$ cat src/rtl/kbd_game_key_decoder_pkg.sv
// -----------------------------------------------------------------------------
// kbd_pkg
// Shared types and constants for the PS/2 set-2 game key decoder:
//   - state_t      : prefix-tracking FSM states
//   - PREFIX_EXT   : extended-key prefix byte (E0)
//   - PREFIX_BRK   : break (key release) prefix byte (F0)
//   - DEF_*_CODE   : default scan codes of the three tracked keys
// -----------------------------------------------------------------------------
package kbd_pkg;

  typedef enum logic [1:0] {
    IDLE     = 2'd0,
    GOT_E0   = 2'd1,
    GOT_F0   = 2'd2,
    GOT_E0F0 = 2'd3
  } state_t;

  localparam logic [7:0] PREFIX_EXT = 8'hE0;
  localparam logic [7:0] PREFIX_BRK = 8'hF0;

  localparam logic [7:0] DEF_SPACE_CODE = 8'h29;  // non-extended
  localparam logic [7:0] DEF_LEFT_CODE  = 8'h6B;  // E0-prefixed
  localparam logic [7:0] DEF_RIGHT_CODE = 8'h74;  // E0-prefixed

  localparam int unsigned DEF_TIMEOUT_CYCLES = 100000;  // 2 ms at 50 MHz

endpackage : kbd_pkg

$ cat src/rtl/kbd_game_key_decoder_if.sv
// -----------------------------------------------------------------------------
// kbd_game_key_decoder_if
// Scan-byte stream from the PS/2 byte receiver to the key decoder.
//   byteValid : one-cycle strobe, byteData holds a received scan byte
//   byteData  : scan-code byte, valid while byteValid=1
//   byteErr   : one-cycle strobe, receiver dropped a byte (parity/framing)
// Modports:
//   master : byte receiver side (drives the stream)
//   slave  : decoder side (consumes the stream)
// -----------------------------------------------------------------------------
interface kbd_game_key_decoder_if;

  logic       byteValid;
  logic [7:0] byteData;
  logic       byteErr;

  modport master (output byteValid, output byteData, output byteErr);
  modport slave  (input  byteValid, input  byteData, input  byteErr);

endinterface : kbd_game_key_decoder_if

$ cat src/rtl/kbd_game_key_decoder.sv
// -----------------------------------------------------------------------------
// kbd_game_key_decoder
// Turns the PS/2 set-2 scan-byte stream into held-key levels and edge pulses
// for the game controller. A four-state FSM tracks the E0 (extended) and F0
// (break) prefixes.
//
// Ports:
//   clk        : system clock
//   resetN     : asynchronous active-low reset
//   byte_if    : scan-byte stream (slave modport: byteValid, byteData, byteErr)
//   clearKeys  : synchronous clear of all key state
//   rightArrow : right arrow held (level)
//   leftArrow  : left arrow held (level)
//   spaceBar   : space bar held (level)
//   spacePress : one-cycle pulse on a space make while spaceBar was 0
//   keyEvent   : one-cycle pulse whenever a tracked key level changes
//
// Optional feature (macro KBD_PREFIX_TIMEOUT_EN):
//   A pending prefix is abandoned after TIMEOUT_CYCLES cycles without a byte.
//   Without the macro a prefix waits indefinitely for the next byte.
//
// Outputs change one edge after the byte is accepted. Typematic repeats and
// breaks of keys that are not held change no level and raise no pulse.
// -----------------------------------------------------------------------------
module kbd_game_key_decoder
  import kbd_pkg::*;
#(
  parameter logic [7:0]  SPACE_CODE     = DEF_SPACE_CODE,
  parameter logic [7:0]  LEFT_CODE      = DEF_LEFT_CODE,
  parameter logic [7:0]  RIGHT_CODE     = DEF_RIGHT_CODE,
  parameter int unsigned TIMEOUT_CYCLES = DEF_TIMEOUT_CYCLES
) (
  input  logic                   clk,
  input  logic                   resetN,
  kbd_game_key_decoder_if.slave  byte_if,
  input  logic                   clearKeys,
  output logic                   rightArrow,
  output logic                   leftArrow,
  output logic                   spaceBar,
  output logic                   spacePress,
  output logic                   keyEvent
);

  if (TIMEOUT_CYCLES < 1) begin : g_bad_timeout
    $error("TIMEOUT_CYCLES must be at least 1");
  end

  state_t state;

`ifdef KBD_PREFIX_TIMEOUT_EN
  localparam int unsigned CNT_W = $clog2(TIMEOUT_CYCLES + 1);
  localparam logic [CNT_W-1:0] CNT_LAST = CNT_W'(TIMEOUT_CYCLES - 1);

  logic [CNT_W-1:0] idle_cnt;
`endif

  // NOTE: all state below is sequential and assigned with <= so every branch
  // sees the pre-edge values of spaceBar/leftArrow/rightArrow.
  always_ff @(posedge clk or negedge resetN) begin
    if (!resetN) begin
      state      <= IDLE;
      rightArrow <= 1'b0;
      leftArrow  <= 1'b0;
      spaceBar   <= 1'b0;
      spacePress <= 1'b0;
      keyEvent   <= 1'b0;
`ifdef KBD_PREFIX_TIMEOUT_EN
      idle_cnt   <= '0;
`endif
    end else begin
      // NOTE: pulses default low each cycle; a branch below raises them for
      // exactly one clock.
      spacePress <= 1'b0;
      keyEvent   <= 1'b0;
`ifdef KBD_PREFIX_TIMEOUT_EN
      idle_cnt   <= '0;
`endif

      if (clearKeys) begin
        state      <= IDLE;
        rightArrow <= 1'b0;
        leftArrow  <= 1'b0;
        spaceBar   <= 1'b0;
      end else if (byte_if.byteErr) begin
        // A lost byte may have been a prefix or a code; drop any context.
        state <= IDLE;
      end else if (byte_if.byteValid) begin
        unique case (state)
          IDLE: begin
            if (byte_if.byteData == PREFIX_EXT) begin
              state <= GOT_E0;
            end else if (byte_if.byteData == PREFIX_BRK) begin
              state <= GOT_F0;
            end else if (byte_if.byteData == SPACE_CODE && !spaceBar) begin
              spaceBar   <= 1'b1;
              spacePress <= 1'b1;
              keyEvent   <= 1'b1;
            end
          end

          GOT_E0: begin
            if (byte_if.byteData == PREFIX_BRK) begin
              state <= GOT_E0F0;
            end else if (byte_if.byteData != PREFIX_EXT) begin
              state <= IDLE;
              if (byte_if.byteData == LEFT_CODE && !leftArrow) begin
                leftArrow <= 1'b1;
                keyEvent  <= 1'b1;
              end
              if (byte_if.byteData == RIGHT_CODE && !rightArrow) begin
                rightArrow <= 1'b1;
                keyEvent   <= 1'b1;
              end
            end
          end

          GOT_F0: begin
            if (byte_if.byteData == PREFIX_EXT) begin
              state <= GOT_E0;
            end else if (byte_if.byteData != PREFIX_BRK) begin
              state <= IDLE;
              if (byte_if.byteData == SPACE_CODE && spaceBar) begin
                spaceBar <= 1'b0;
                keyEvent <= 1'b1;
              end
            end
          end

          GOT_E0F0: begin
            state <= IDLE;
            if (byte_if.byteData == LEFT_CODE && leftArrow) begin
              leftArrow <= 1'b0;
              keyEvent  <= 1'b1;
            end
            if (byte_if.byteData == RIGHT_CODE && rightArrow) begin
              rightArrow <= 1'b0;
              keyEvent   <= 1'b1;
            end
          end

          default: state <= IDLE;
        endcase
`ifdef KBD_PREFIX_TIMEOUT_EN
      end else if (state != IDLE) begin
        // Counts idle cycles spent holding a prefix; the last one abandons it.
        if (idle_cnt == CNT_LAST) begin
          state <= IDLE;
        end else begin
          idle_cnt <= idle_cnt + 1'b1;
        end
`endif
      end
    end
  end

endmodule : kbd_game_key_decoder
$ cat src/flat_wrapper.sv
// flat-port wrapper written by rule: the top's interface ports become plain ports
module kbd_game_key_decoder_flat import kbd_pkg::*;
#(
  parameter logic [7:0]  SPACE_CODE     = DEF_SPACE_CODE,
  parameter logic [7:0]  LEFT_CODE      = DEF_LEFT_CODE,
  parameter logic [7:0]  RIGHT_CODE     = DEF_RIGHT_CODE,
  parameter int unsigned TIMEOUT_CYCLES = DEF_TIMEOUT_CYCLES
)
  (clk, resetN, clearKeys, rightArrow, leftArrow, spaceBar, spacePress, keyEvent, byte_if_byteValid, byte_if_byteData, byte_if_byteErr);
  kbd_game_key_decoder_if byte_if_i ();
  input  logic clk;
  input  logic resetN;
  input  logic clearKeys;
  output logic rightArrow;
  output logic leftArrow;
  output logic spaceBar;
  output logic spacePress;
  output logic keyEvent;
  input wire logic [$bits(byte_if_i.byteValid)-1:0] byte_if_byteValid;
  input wire logic [$bits(byte_if_i.byteData)-1:0] byte_if_byteData;
  input wire logic [$bits(byte_if_i.byteErr)-1:0] byte_if_byteErr;
  assign byte_if_i.byteValid = byte_if_byteValid;
  assign byte_if_i.byteData = byte_if_byteData;
  assign byte_if_i.byteErr = byte_if_byteErr;
  kbd_game_key_decoder #(.SPACE_CODE(SPACE_CODE), .LEFT_CODE(LEFT_CODE), .RIGHT_CODE(RIGHT_CODE), .TIMEOUT_CYCLES(TIMEOUT_CYCLES)) u_core (.clk(clk), .resetN(resetN), .byte_if(byte_if_i), .clearKeys(clearKeys), .rightArrow(rightArrow), .leftArrow(leftArrow), .spaceBar(spaceBar), .spacePress(spacePress), .keyEvent(keyEvent));
endmodule
$ cat config.mk
export PLATFORM = sky130hd
export DESIGN_NAME = kbd_game_key_decoder_flat
export DESIGN_NICKNAME = d
export VERILOG_FILES = /design/src/rtl/kbd_game_key_decoder_pkg.sv /design/src/rtl/kbd_game_key_decoder_if.sv /design/src/rtl/kbd_game_key_decoder.sv /design/src/flat_wrapper.sv
export SDC_FILE = /design/constraint.sdc
export NUM_CORES = 1
export LEC_CHECK = 0
export ABC_CLOCK_PERIOD_IN_PS = 1270
export CELL_PAD_IN_SITES_DETAIL_PLACEMENT = 1
export CELL_PAD_IN_SITES_GLOBAL_PLACEMENT = 1
export CORE_UTILIZATION = 28
export DETAILED_ROUTE_END_ITERATION = 8
export GPL_ROUTABILITY_DRIVEN = 0
export PLACE_DENSITY = 0.72
export SYNTH_ARGS = -nofsm -noshare
export SYNTH_HDL_FRONTEND = slang
export SYNTH_SLANG_ARGS = --single-unit
$ cat constraint.sdc
create_clock -name clk -period 1.27 [get_ports clk]
set_input_delay 0.381 -clock clk [delete_from_list [all_inputs] [get_ports clk]]
set_output_delay 0.381 -clock clk [all_outputs]
set_load 0.005 [all_outputs]
==> results of run 1 <==
## repair_timing
item	in CTS	in global routing
endpoints found under the setup margin	12	6
pin swaps	15	9
buffers inserted	3	0
hold buffers	0	0
endpoints found under the hold margin	0	0
gates resized for setup	59	5
## worst max-delay path: stages
cell and delay (ps):
buf_6 100, nor4b_4 300, nand4b_1 170, o21a_1 210, a2111oi_2 290
## cell usage in the layout (no fill, tap or decap), drive strengths merged
cell type	instances
buf	23
dfrtp	7
clkdlybuf4s15	6
clkbuf	5
inv	3
nand2	3
nor2b	3
nand4	2
a41oi	2
nor3	2
dlygate4sd2	2
or3	2
nand3	2
a21oi	2
and4bb	1
nor4b	1
o221ai	1
nor2	1
o22ai	1
and4b	1
nand2b	1
nor3b	1
nor4	1
a221o	1
o21ai	1
mux2i	1
nand4b	1
o21bai	1
a221oi	1
o31ai	1
or4	1
o21a	1
a31oi	1
a2111oi	1
clkdlybuf4s50	1
## power groups by stage
stage	Combinational, mW	Sequential (mW)	Clock [mW]
after global routing	0.109	0.223	0.228
after detailed placement	0.0998	0.227	0
after global placement	0.0963	0.227	0
final	0.101	0.223	0.217
after floorplan	0.0207	0.227	0
after CTS	0.101	0.223	0.220
## layer usage
layer / GRT usage, % / vias to the layer above / wire length (µm)
li1: - / 271 / -
met1: 23.41 / 263 / 681
met2: 35.22 / 14 / 854
met3: 4.583 / 4 / 60
met5: 0 / - / 0
met4: 10.30 / 0 / 36
## through the flow
step           setup TNS (ps)  hold WS, ps  worst slack (ps)
2_1_floorplan          -504.4        85.41            -145.9
3_3_place_gp            -4288        560.0            -688.5
3_5_place_dp            -4618        559.5            -761.5
4_1_cts                -91.76        394.6            -31.48
5_1_grt                -310.4        437.4            -116.5
6_report               -92.75        387.0            -41.18
## cell families (layout without fill, tap and decap cells)
logic type      after synthesis  after routing  synth area share [%]
compound gates               14             14                 22.39
buf+inv                       4             40                 3.307
flops                         7              7                 35.62
mux                           1              1                 2.036
simple gates                 23             23                 36.64
## layout make-up
cell class / count / area, µm² / area share [%]
Timing Repair Buffer: 33 / 275.3 / 32.02
Multi-Input combinational cell: 38 / 350.3 / 40.76
Sequential cell: 7 / 176.4 / 20.52
Clock buffer: 4 / 26.28 / 3.057
Inverter: 3 / 11.26 / 1.310
Tap cell: 16 / 20.02 / 2.329
## flip-flops by register name (all words and copies together) (netlist names)
signal             flops
u_core.keyEvent        1
u_core.spaceBar        1
u_core.state           2
u_core.leftArrow       1
u_core.rightArrow      1
u_core.spacePress      1
## worst max-delay path by stage
stage	depth (start not counted)	from	endpoint
2_1_floorplan	4	byte_if_byteData[2]	u_core.spaceBar$_DFFE_PN0P_
3_3_place_gp	5	byte_if_byteData[1]	u_core.state[0]$_DFFE_PN0P_
3_5_place_dp	5	byte_if_byteData[1]	u_core.state[0]$_DFFE_PN0P_
4_1_cts	5	byte_if_byteData[0]	u_core.state[0]$_DFFE_PN0P_
5_1_grt	5	byte_if_byteData[3]	u_core.state[0]$_DFFE_PN0P_
6_report	5	byte_if_byteData[3]	u_core.state[0]$_DFFE_PN0P_
==> impl_metrics.toml, run 1 <==
[run]
maxCapViolCount = 0

[power_and_ir_drop]
swShare_pct = 26.18
p_sw_mw = 0.1416
power.static_leakage_nw = 0.3589
pwr-share-seq_pct = 41.3
p_total_mw = 0.5410
ir_worst_vdd_mv = 0.2944
cellPowerDensity_mw_per_mm2 = 629.3
combPwrFrac_pct = 18.6
p_clk_share_pct = 40.1
internal_power_mw = 0.3993

[floorplanning]
core_mm2 = 0.001577
ios = 18
num_rows = 14
die_h_um = 43.91
die_area_mm2 = 0.001928
die_width_um = 43.91
start_util_pct = 31.19

[worst_setup_path]
cp_max_fo = 3
cp-end-kind = "flop"
startpoint_type = "input port"
ff2ff_path_depth = 4
worst-setup-path-type = "input port to flop"
worstPathRequired_ps = 1420
r2r-end = "u_core.state[0]$_DFFE_PN0P_"
arrival_ps = 1460
regToRegSetupSlack_ps = 0
worstReg2RegStart = "u_core.state[1]$_DFFE_PN0P_"

[place]
dp_hpwl_um = 1229
dpl_cell_area_um2 = 779.5
place_inst = 94
port_buffers = 17

[routing]
wl_per_cell_um = 16.16
drc = 0
ant_nets = 0
wl_um = 1632
drt-vias-per-instance = 5.465
vias = 552
drtIter0Drc = 1
drt_pre_antenna_iters = 2

[final_layout]
insertedDiodeCount = 0
final_cells = 101
final_util_pct = 54.52
fillers = 187
finalNetCount = 99
syn_to_final_growth_pct = 74.81
stdcell_area_um2 = 859.6
drive_gt1_share_pct = 54.12

[sta]
tightest_slew_ps = 340.0
finalSetupViolations = 3
min_period_over_period_pct = 103.2
period_needed_ps = 1311
worst_slack_ps = -41.18
slew_headroom_pct = 77.26
max_freq_mhz = 762.7
hold_viol = 0
rsz0062_at_grt = "yes"
finClkSkew_ps = 4.418
slew_violations = 0

[clocking]
ctsRootBufferMaster = "clkbuf_4"
numCtsBuffers = 3
htreeDepth = 1
clk_path_buf_depth = 2
clkTransAtPathRegs_ps = 60
cts_tree = "built"
clock_sinks = 7
clk_latency_ps = 260

[global_route]
grt_usage_pct = 20.38
grt_max_degree = 10
antenna_found_initial = 0
gr-total-overflow = 0
first_global_vias = 639
grt_pass1_wl_um = 2863

[synth]
ys_ff_latch = 7
netlist_instances = 49
yosysWarnings = 0
synthesis.nets = 62
synth_top_cell_area_share_pct = 35.62
synth-edff-count = 0
yosys.cell_count.top_type = "dfrtp_1"
synth_seq_area_share_pct = 35.62
ys.flop_type = "dfrtp_1"
ys_async_sr_fraction_pct = 100.0
ys_top_cells_by_count = "dfrtp_1, inv_1, nand2_1"
syn-cell-area_um2 = 491.7
yosysUniqueCellTypes = 33
ys_top_cells_by_area = "dfrtp_1, nor4b_4, a41oi_1"
yosys.area.top_type = "dfrtp_1"
syn_avg_cell_area_um2 = 10.04

[worst_hold_path]
hp-class = "input port to async pin"

[status]
violations = "setup timing"
status = "finished, violations left"
Power figures use the tool's default switching activity.
==> run 2, diff against run 1 <==
CORE_MARGIN = 1.5   (was unset)
==> impl_metrics.toml, run 2 (synthesized netlist as in run 1, its figures left out) <==
[place]
port_buffers = 17
place_inst = 95
dp_hpwl_um = 1242
dpl_cell_area_um2 = 787.0

[floorplanning]
die_width_um = 44.91
core_mm2 = 0.001577
start_util_pct = 31.19
die_h_um = 44.91
die_area_mm2 = 0.002016
ios = 18
num_rows = 14

[final_layout]
largest_reg_flops = 2
insertedDiodeCount = 0
fillers = 186
layout_common_cells = "buf_4, dfrtp_1, buf_6, clkdlybuf4s15_1"
finalNetCount = 104
multi_input_area_um2 = 374.1
stdcell_area_um2 = 920.9
final_cells = 106
seqCellArea_um2 = 176.4
drive_gt1_share_pct = 60.00
syn_to_final_growth_pct = 87.28
top_register = "u_core.state"
layout_commonest_cell = "buf_4"

[worst_setup_path]
path_cells = "buf_6 -> nor4b_4 -> and4b_2 -> nor3b_2 -> a221o_1"
cp-end-kind = "flop"
slowest_stage = "and4b_2"
worst-setup-path-type = "input port to flop"
startpoint_type = "input port"
arrival_ps = 1470
cp_max_fo = 3
critical-path-max-stage-delay_ps = 330
worstPathRequired_ps = 1410

[clocking]
clock_sinks = 7
cts_tree = "built"
cts_hold_buf = 0
clk_latency_ps = 260
clkTransAtPathRegs_ps = 60
htreeDepth = 1
clk_path_buf_depth = 2
numCtsBuffers = 3
ctsRootBufferMaster = "clkbuf_4"

[routing]
met1Wirelength_um = 763
drc = 0
wl_um = 1738
drt-vias-per-instance = 5.519
wl_met2_um = 917
wl_per_cell_um = 16.40
drt_pre_antenna_iters = 2
vias = 585
drtIter0Drc = 1
ant_nets = 0
highest_layer = "met3"
wl_met3_um = 57

[sta]
slew_violations = 0
tightest_slew_ps = 334.3
hold_viol = 0
finalSetupViolations = 4
finClkSkew_ps = 4.701
period_needed_ps = 1330
worst_slack_ps = -59.85
max_freq_mhz = 752.0
slew_headroom_pct = 77.64
min_period_over_period_pct = 104.7
rsz0062_at_grt = "yes"

[power_and_ir_drop]
power.static_leakage_nw = 0.3852
cellPowerDensity_mw_per_mm2 = 588.4
swShare_pct = 25.83
p_clk_share_pct = 39.3
ir_worst_vdd_mv = 0.3670
pwr-share-seq_pct = 41.2
internal_power_mw = 0.4019
p_total_mw = 0.5419
combPwrFrac_pct = 19.5
p_sw_mw = 0.1400

[global_route]
grt_usage_pct = 20.02
grt_max_degree = 10
antenna_found_initial = 0
grt_pass1_wl_um = 2801
first_global_vias = 611
gr-total-overflow = 0

[status]
status = "finished, violations left"
violations = "setup timing"

[run]
maxCapViolCount = 0

[worst_hold_path]
hp-class = "input port to async pin"
-- run 2: timing repair --
item                       in CTS  in global routing
pin swaps                      17                 12
gates resized for setup        56                 11
setup endpoints to repair      12                 10
buffers inserted                6                  1
-- run 2: worst paths after layout --
path                                                   start                       endpoint  slack [ps]  cells past startpoint
worst max-delay path                     byte_if_byteData[3]      u_core.keyEvent$_DFF_PN0_         -60                      5
worst min-delay path                                  resetN   u_core.leftArrow$_DFFE_PN0P_         390                      1
worst max register to register  u_core.leftArrow$_DFFE_PN0P_      u_core.keyEvent$_DFF_PN0_         -20                      5
worst min register to register   u_core.state[1]$_DFFE_PN0P_  u_core.rightArrow$_DFFE_PN0P_         620                      2
max in group asynchronous                             resetN    u_core.state[0]$_DFFE_PN0P_         610                      1
min in group clk                             byte_if_byteErr    u_core.state[1]$_DFFE_PN0P_         410                      3
-- run 2: layer usage --
layer | GRT usage, % | vias up
met5 | 0 | -
met4 | 4.706 | 0
met3 | 6.400 | 0
met2 | 35.07 | 12
met1 | 23.76 | 292
li1 | - | 281
-- run 2: worst max-delay path, delay by kind of cell --
kind            cells  cell delay, ps
compound gates      1             280
buf+inv             1             100
simple gates        3             710
-- run 2: cell type report --
type	count	share of cell area (%)
Clock buffer	4	2.853
Timing Repair Buffer	38	33.97
Inverter	3	1.223
Sequential cell	7	19.16
Multi-Input combinational cell	38	40.63
Tap cell	16	2.174
-- run 2: stage by stage --
stage               setup WS (ps)  hold slack (ps)  util [%]  TNS [ps]
floorplan                  -145.9            85.41         -    -504.4
global placement           -685.8            558.7     49.92     -4279
detailed placement         -749.7            566.9     49.92     -4650
CTS                        -36.50            402.5     56.35    -126.4
global route               -102.0            423.1     58.41    -356.6
finish                     -59.85            388.4     58.41    -94.34
-- run 2: power groups by stage --
stage	logic [mW]	registers [mW]	clock network, mW
after global routing	0.114	0.223	0.219
after floorplan	0.0207	0.227	0
after CTS	0.104	0.223	0.211
final	0.106	0.223	0.213
after detailed placement	0.100	0.227	0
after global placement	0.0965	0.227	0
==> run 3, diff against run 2 <==
SLEW_MARGIN = 20   (was unset)
==> results of run 3 <==
Same layout as run 2: the final DEF is identical, and so are final timing and power.
